[config.mk]
export PLATFORM = sky130hd
export DESIGN_NAME = alu_result_reader
export DESIGN_NICKNAME = d
export VERILOG_FILES = /design/src/rtl/alu_result_reader.sv
export SDC_FILE = /design/constraint.sdc
export NUM_CORES = 1
export LEC_CHECK = 0
export CORE_MARGIN = 2
export CORE_UTILIZATION = 44
export CTS_BUF_LIST = sky130_fd_sc_hd__clkbuf_2
export DETAILED_ROUTE_END_ITERATION = 10
export HOLD_SLACK_MARGIN = 0.1
export PLACE_DENSITY = 0.72
export SETUP_SLACK_MARGIN = 0.3
export SLEW_MARGIN = 20
export SYNTH_ARGS = -nofsm -noshare
export SYNTH_HDL_FRONTEND = slang
export SYNTH_SLANG_ARGS = --single-unit
[constraint.sdc]
create_clock -name clk -period 2.2 [get_ports clk]
set_input_delay 0.22 -clock clk [delete_from_list [all_inputs] [get_ports clk]]
set_output_delay 0.22 -clock clk [all_outputs]
set_load 0.02 [all_outputs]
[src/rtl/alu_result_reader.sv]
// alu_result_reader: reads a base/count window of the result memory (mem_en/mem_addr/mem_dout) and streams it out on m_data/m_valid/m_ready via a 2-entry skid buffer, with start/busy/done control
module alu_result_reader #(
  parameter int DATA_W = 9,
  parameter int ADDR_W = 4,
  parameter int RD_LAT = 1
) (
  input  logic              clk,
  input  logic              rst_n,
  input  logic              start,
  input  logic [ADDR_W-1:0] base_addr,
  input  logic [ADDR_W:0]   count,
  output logic              mem_en,
  output logic [ADDR_W-1:0] mem_addr,
  input  logic [DATA_W-1:0] mem_dout,
  output logic [DATA_W-1:0] m_data,
  output logic              m_valid,
  input  logic              m_ready,
  output logic              busy,
  output logic              done
);
  localparam int L = RD_LAT + 1;
  typedef enum logic [1:0] {IDLE, READ, DRAIN, DONE} state_t;
  state_t state, state_nxt;
  logic [ADDR_W:0] rem;
  logic [L-1:0] pipe;
  logic [1:0] occ;
  logic [DATA_W-1:0] h1;
  logic [2:0] load;
  logic go, issue, capture, accept;
  assign load = 3'($countones(pipe)) + {1'b0, occ};
  assign go = state == IDLE && start && count != '0;
  assign issue = go || (state == READ && rem != '0 && load < 3'd2);
  assign capture = pipe[L-1];
  assign accept = m_valid && m_ready;
  assign mem_en = pipe[0];
  always_ff @(posedge clk or negedge rst_n)
    if (!rst_n) state <= IDLE;
    else state <= state_nxt;
  always_comb begin
    state_nxt = state;
    case (state)
      IDLE:    state_nxt = start ? (count == '0 ? DONE : READ) : IDLE;
      READ:    state_nxt = rem == '0 ? DRAIN : READ;
      DRAIN:   state_nxt = pipe == '0 && (occ == 2'd0 || (occ == 2'd1 && accept)) ? DONE : DRAIN;
      default: state_nxt = IDLE;
    endcase
  end
  always_comb begin
    busy = state == READ || state == DRAIN;
    done = state == DONE;
    m_valid = occ != 2'd0;
  end
  always_ff @(posedge clk or negedge rst_n)
    if (!rst_n) begin
      rem <= '0;
      mem_addr <= '0;
      pipe <= '0;
      occ <= '0;
      m_data <= '0;
      h1 <= '0;
    end else begin
      rem <= go ? count - (ADDR_W+1)'(1) : issue ? rem - (ADDR_W+1)'(1) : rem;
      mem_addr <= go ? base_addr : issue ? mem_addr + ADDR_W'(1) : mem_addr;
      pipe <= {pipe[L-2:0], issue};
      occ <= occ + {1'b0, capture} - {1'b0, accept};
      if (capture && (accept ? occ == 2'd2 : occ != 2'd0)) h1 <= mem_dout;
      if (accept ? (occ == 2'd2 || capture) : (capture && occ == 2'd0))
        m_data <= accept && occ == 2'd2 ? h1 : mem_dout;
    end
endmodule

==> Word level (Yosys, flattened, before mapping) <==
Cells that the tools add are included.
{ "op_classes": {"add_sub_neg": 7, "n_mul": 0, "div": 0, "n_lt_le_gt_ge": 1, "eq_ne": 5, "shift": 0, "muxes": 12, "bitwise": 0, "n_reduce_logical": 23} }
{ "op_table": {"columns": ["op", "count"], "rows": [
  ["1-bit logical AND", 10],
  ["5-bit zero test", 2],
  ["5-bit 2-to-1 mux", 2],
  ["5-bit nonzero test", 2],
  ["5-bit by 1-bit subtractor with 5-bit output, second input constant", 2],
  ["9-bit 2-to-1 mux", 1],
  ["4-bit 2-to-1 mux", 2],
  ["2-bit == test, second input constant", 3],
  ["2-bit zero test", 3],
  ["2-bit 2-to-1 mux", 3],
  ["2-bit case mux with 3 select lines", 1],
  ["4-bit by 1-bit adder with 4-bit output, second input constant", 1],
  ["2-bit by 1-bit == test with 1-bit output, second input constant", 2],
  ["1-bit logical OR", 4],
  ["2-bit nonzero test", 2],
  ["2-bit by 2-bit adder with 3-bit output", 1],
  ["3-bit by 2-bit < comparator with 1-bit output, second input constant", 1],
  ["1-bit 2-to-1 mux", 3],
  ["1-bit by 1-bit adder with 2-bit output", 1],
  ["2-bit by 1-bit adder with 2-bit output", 1],
  ["2-bit by 1-bit subtractor with 2-bit output", 1]
]} }
{ "totals": {"regBits": 33, "latchBits": 0, "mem_bits_rw": 0, "mem_bits_ro": 0, "inputBits": 22, "mem_count": 0} }

==> Depth between registers and ports, before layout <==
{ "logic_depth": {"word_depth": 7, "mapped_depth": 7} }

==> Worst setup path before layout <==
OpenSTA, ideal clock, no wires.
{ "synth_path": {"path_type": "reg2reg", "start": "reg pipe[0]", "end": "reg rem[1]", "t_arrival_ns": 1.808, "t_required_ns": 2.076, "setup_slack_ns": 0.268, "stages_incl_launch_ff": 7, "n_path_buf": 1, "path_cell_list": "dfrtp_1 > ha_1 > a211oi_1 > o311ai_4 > buf_6 > o21a_1 > o31a_1"} }
{ "synth_between": {"elab_chain_len": 6} }
{ "synth_rtl": {"columns": ["item", "line", "text"], "rows": [
  ["start: declaration", "25", "logic [L-1:0] pipe;"],
  ["start signal: assignment", "64", "pipe <= {pipe[L-2:0], issue};"],
  ["1-bit by 1-bit adder with 2-bit output (implied by the code)", "30", "assign load = 3'($countones(pipe)) + {1'b0, occ};"],
  ["2-bit by 2-bit adder with 3-bit output", "30", null],
  ["3-bit by 2-bit < comparator with 1-bit output", "32", "assign issue = go || (state == READ && rem != '0 && load < 3'd2);"],
  ["1-bit logical AND", "32", null],
  ["1-bit logical OR", "32", null],
  ["2-bit nonzero test (no line)", null, null],
  ["end signal: assignment", "62", "rem <= go ? count - (ADDR_W+1)'(1) : issue ? rem - (ADDR_W+1)'(1) : rem;"],
  ["end: declaration", "24", "logic [ADDR_W:0] rem;"]
]} }
No other way between the ends.
A chain may end at the register's enable or synchronous reset.

==> Final worst setup path <==
{ "layout_path": {"start": "reg occ[0]", "end": "reg occ[1]"} }
{ "layout_between": {"elab_chain_len": 3, "word_cells_on_any_way": 4} }
{ "layout_rtl": {"columns": ["item", "line", "text"], "rows": [
  ["start: declaration", "26", "logic [1:0] occ;"],
  ["start signal: assignment", "65", "occ <= occ + {1'b0, capture} - {1'b0, accept};"],
  ["branches (longest 2 deep; another with 2-bit by 1-bit adder with 2-bit output)", null, null],
  ["2-bit by 1-bit subtractor with 2-bit output *", "65", null]
]} }
Every way passes the cells marked *.

==> flow_summary.yaml <==
status:
  outcome: "completed"
yosys:
  ys.flop_type: "dfrtp_1"
  synthDistinctLibCells: 37
  async_reset_ff_share_pct: 100
  synth_edf_count: 0
  synthCells: 156
  syn_area_sq_um: 1700
  ys_seq_area_share_pct: 48.6
  synth_area_per_cell_sq_um: 10.9
  synth_nets: 186
  yosysWarnings: 0
  synth_seq_cells: 33
cts:
  clkSlewWorstSetupHoldPaths_ns: 0.17
  clock_latency_ns: 0.38
  h-tree-depth: 2
  cts_root_buffer: "clkbuf_2"
  clk_path_buf_depth: 2
  numCtsBuffers: 5
  cts_tree: "built"
  cts_hold_buf: 0
  clock_sinks: 33
global_routing:
  grt_overflow_total: 0
  grt_pass1_wl_um: 5620
  grt_antenna_before_repair: 0
  grt_pass1_vias: 1314
  grt_usage_pct: 17.2
  grt_max_degree: 34
job:
  drv_cap: 0
drt:
  drc_errors: 0
  post_drt_wl_per_cell_um: 13.5
  drt_iter0_drc: 78
  via_per_inst: 5.29
  final_antenna_net_count: 0
  routed_wl_um: 3450
  vias: 1348
  dr.pass1.iters: 4
placement:
  port_buffers: 38
  dp_slack_ns: 0.219
  dp_hpwl_um: 2420
  gp_congestion: 0.815
  dpl_cell_area_sq_um: 2140
setup_path:
  worstSetupPathType: "reg2reg"
  end_kind: "register"
  ff2ff_path_depth: 8
  cp-start-kind: "register"
  path_buf_inv: 2
  cp-startpoint: "occ[0]"
  worstPathArrival_ns: 2.23
  crit_chain: "buf_4, or2_2, and2_1, ha_1, inv_1, ha_1, xnor2_1, xnor2_1"
  cpPeakStageDelay_ns: 0.45
  path_max_fanout: 4
  r2r_start: "occ[0]"
  worstPathRequired_ns: 2.52
  cpMaxStageDelayCell: "dfrtp_1"
  path_depth: 8
  crit_family: "simple AND/OR/NAND/NOR gates"
timing:
  fmax_mhz: 525
  grt_setup_unrepaired: "true"
  setup_ws_ns: 0.295
  period_share_pct: 86.6
  slew_headroom_pct: 59.6
  fin_crit_ns: 1.90
  slew_violations: 0
  hold_violations: 0
  worst_hold_slack_ns: 0.212
  finalClockSkew_ns: 0.0137
  setup_tns_ns: 0
  setup_viol: 0
  worst_pin_slew_ns: 0.604
power:
  p_leak_nw: 1.02
  power_mw: 3.37
  power_density_nw_per_um2: 1490
  vdd_drop_max_v: 0.000618
die:
  io_pins: 39
  rows: 22
  die_area_sq_um: 4380
  design.core.area_sq_um: 3690
  die_w_um: 66.2
  die_h_um: 66.2
  start_util_pct: 46.1
cells_and_area:
  area_growth_pct: 33.3
  antenna_cells: 0
  drive_above_1_share_pct: 14.5
  finalNetCount: 236
  final_area_sq_um: 2270
min_path:
  holdCritPathClass: "in2async"
[repair_timing]
item                                    4_1_cts  5_1_grt
endpoints found under the setup margin        4        9
setup buffers                                 4        3
pin swaps                                     5        4
gates resized for setup                       5        4
[final timing paths]
path	end	slack [ns]
setup / recovery	occ[1]	0.30
hold / removal	pipe[1]	0.21
setup reg to reg	occ[1]	0.30
hold reg to reg	pipe[1]	0.53
max in group asynchronous	mem_addr[0]	1.68
min in group clk	mem_addr[0]	0.37
[stage by stage]
step,utilization [%],cells
finish,61.4,255
global route,61.4,255
detailed placement,57.9,240
CTS,60.6,252
floorplan,-,156
global placement,57.9,240
[registers in the layout (all words and copies together), names as in the netlist]
| signal | cells |
|---|---|
| h1 | 9 |
| mem_addr | 4 |
| m_data | 9 |
| state | 2 |
| pipe | 2 |
| rem | 5 |
| occ | 2 |
[logic make-up after synthesis]
logic type	count (synthesis)	share of synthesized area (%)
simple gates	44	13.2
compound gates	34	13.5
fa+ha+maj	8	5.89
buf+inv	10	2.72
xor+xnor	6	3.09
mux	21	13.0
flops	33	48.6
[layout make-up]
cell class,instances,area [sq um]
timing repair buffer,47,459
fill,310,1420
multi-input combinational,113,833
sequential,33,827
clock inverter,2,33.8
tap,48,60.1
inverter,6,22.5
clock buffer,6,30.0
[cell usage in the layout (no fill, tap or decap), types with 3 or more instances in the layout]
cell	instances
and2_1	3
buf_4	7
a21oi_1	10
nand3_1	5
nor2_1	15
mux2_2	9
xor2_1	4
nand2_1	8
mux2i_1	12
inv_1	6
ha_1	8
dfrtp_1	32
clkbuf_2	6
o21ai_1	6
clkdlybuf4s50_1	35
nor3_1	4
a31oi_1	3
[Yosys cell counts (all sizes together), types with 2 or more instances]
master / n / area [sq um]
or3: 3 / 23.8
nor2: 15 / 56.3
ha: 8 / 100
a21o: 2 / 15.0
clkbuf: 2 / 7.51
nand3: 5 / 25.0
and2: 3 / 18.8
a31oi: 3 / 18.8
nand2: 8 / 30.0
nor3: 4 / 20.0
xnor2: 2 / 17.5
buf: 2 / 16.3
xor2: 4 / 35.0
inv: 6 / 22.5
dfrtp: 33 / 826
mux2: 9 / 101
nor4b: 2 / 17.5
mux2i: 12 / 120
o311ai: 2 / 35.0
o21ai: 8 / 40.0
o32ai: 2 / 17.5
a21oi: 10 / 50.1
[routing by layer]
metal | vias up | track usage (%) | wire length (um)
met5 | - | 0 | 0
met4 | 0 | 4.59 | 30
met3 | 3 | 6.13 | 213
met2 | 35 | 29.3 | 1700
met1 | 644 | 20.7 | 1510
li1 | 666 | - | -
[where the power goes]
part           switching, mW  internal, mW  total (mW)
sequential             0.241         0.918        1.16
clock                  0.207         0.194       0.401
combinational          0.894         0.915        1.81
total                   1.34          2.03        3.37
[worst reg2reg max path, stage by stage, from the launching register on]
cell and delay [ns]:
dfrtp_1 0.45, buf_4 0.15, or2_2 0.30, and2_1 0.16, ha_1 0.27, inv_1 0.04
ha_1 0.18, xnor2_1 0.17, xnor2_1 0.13
Note: power is estimated with default switching activity, not from simulation.
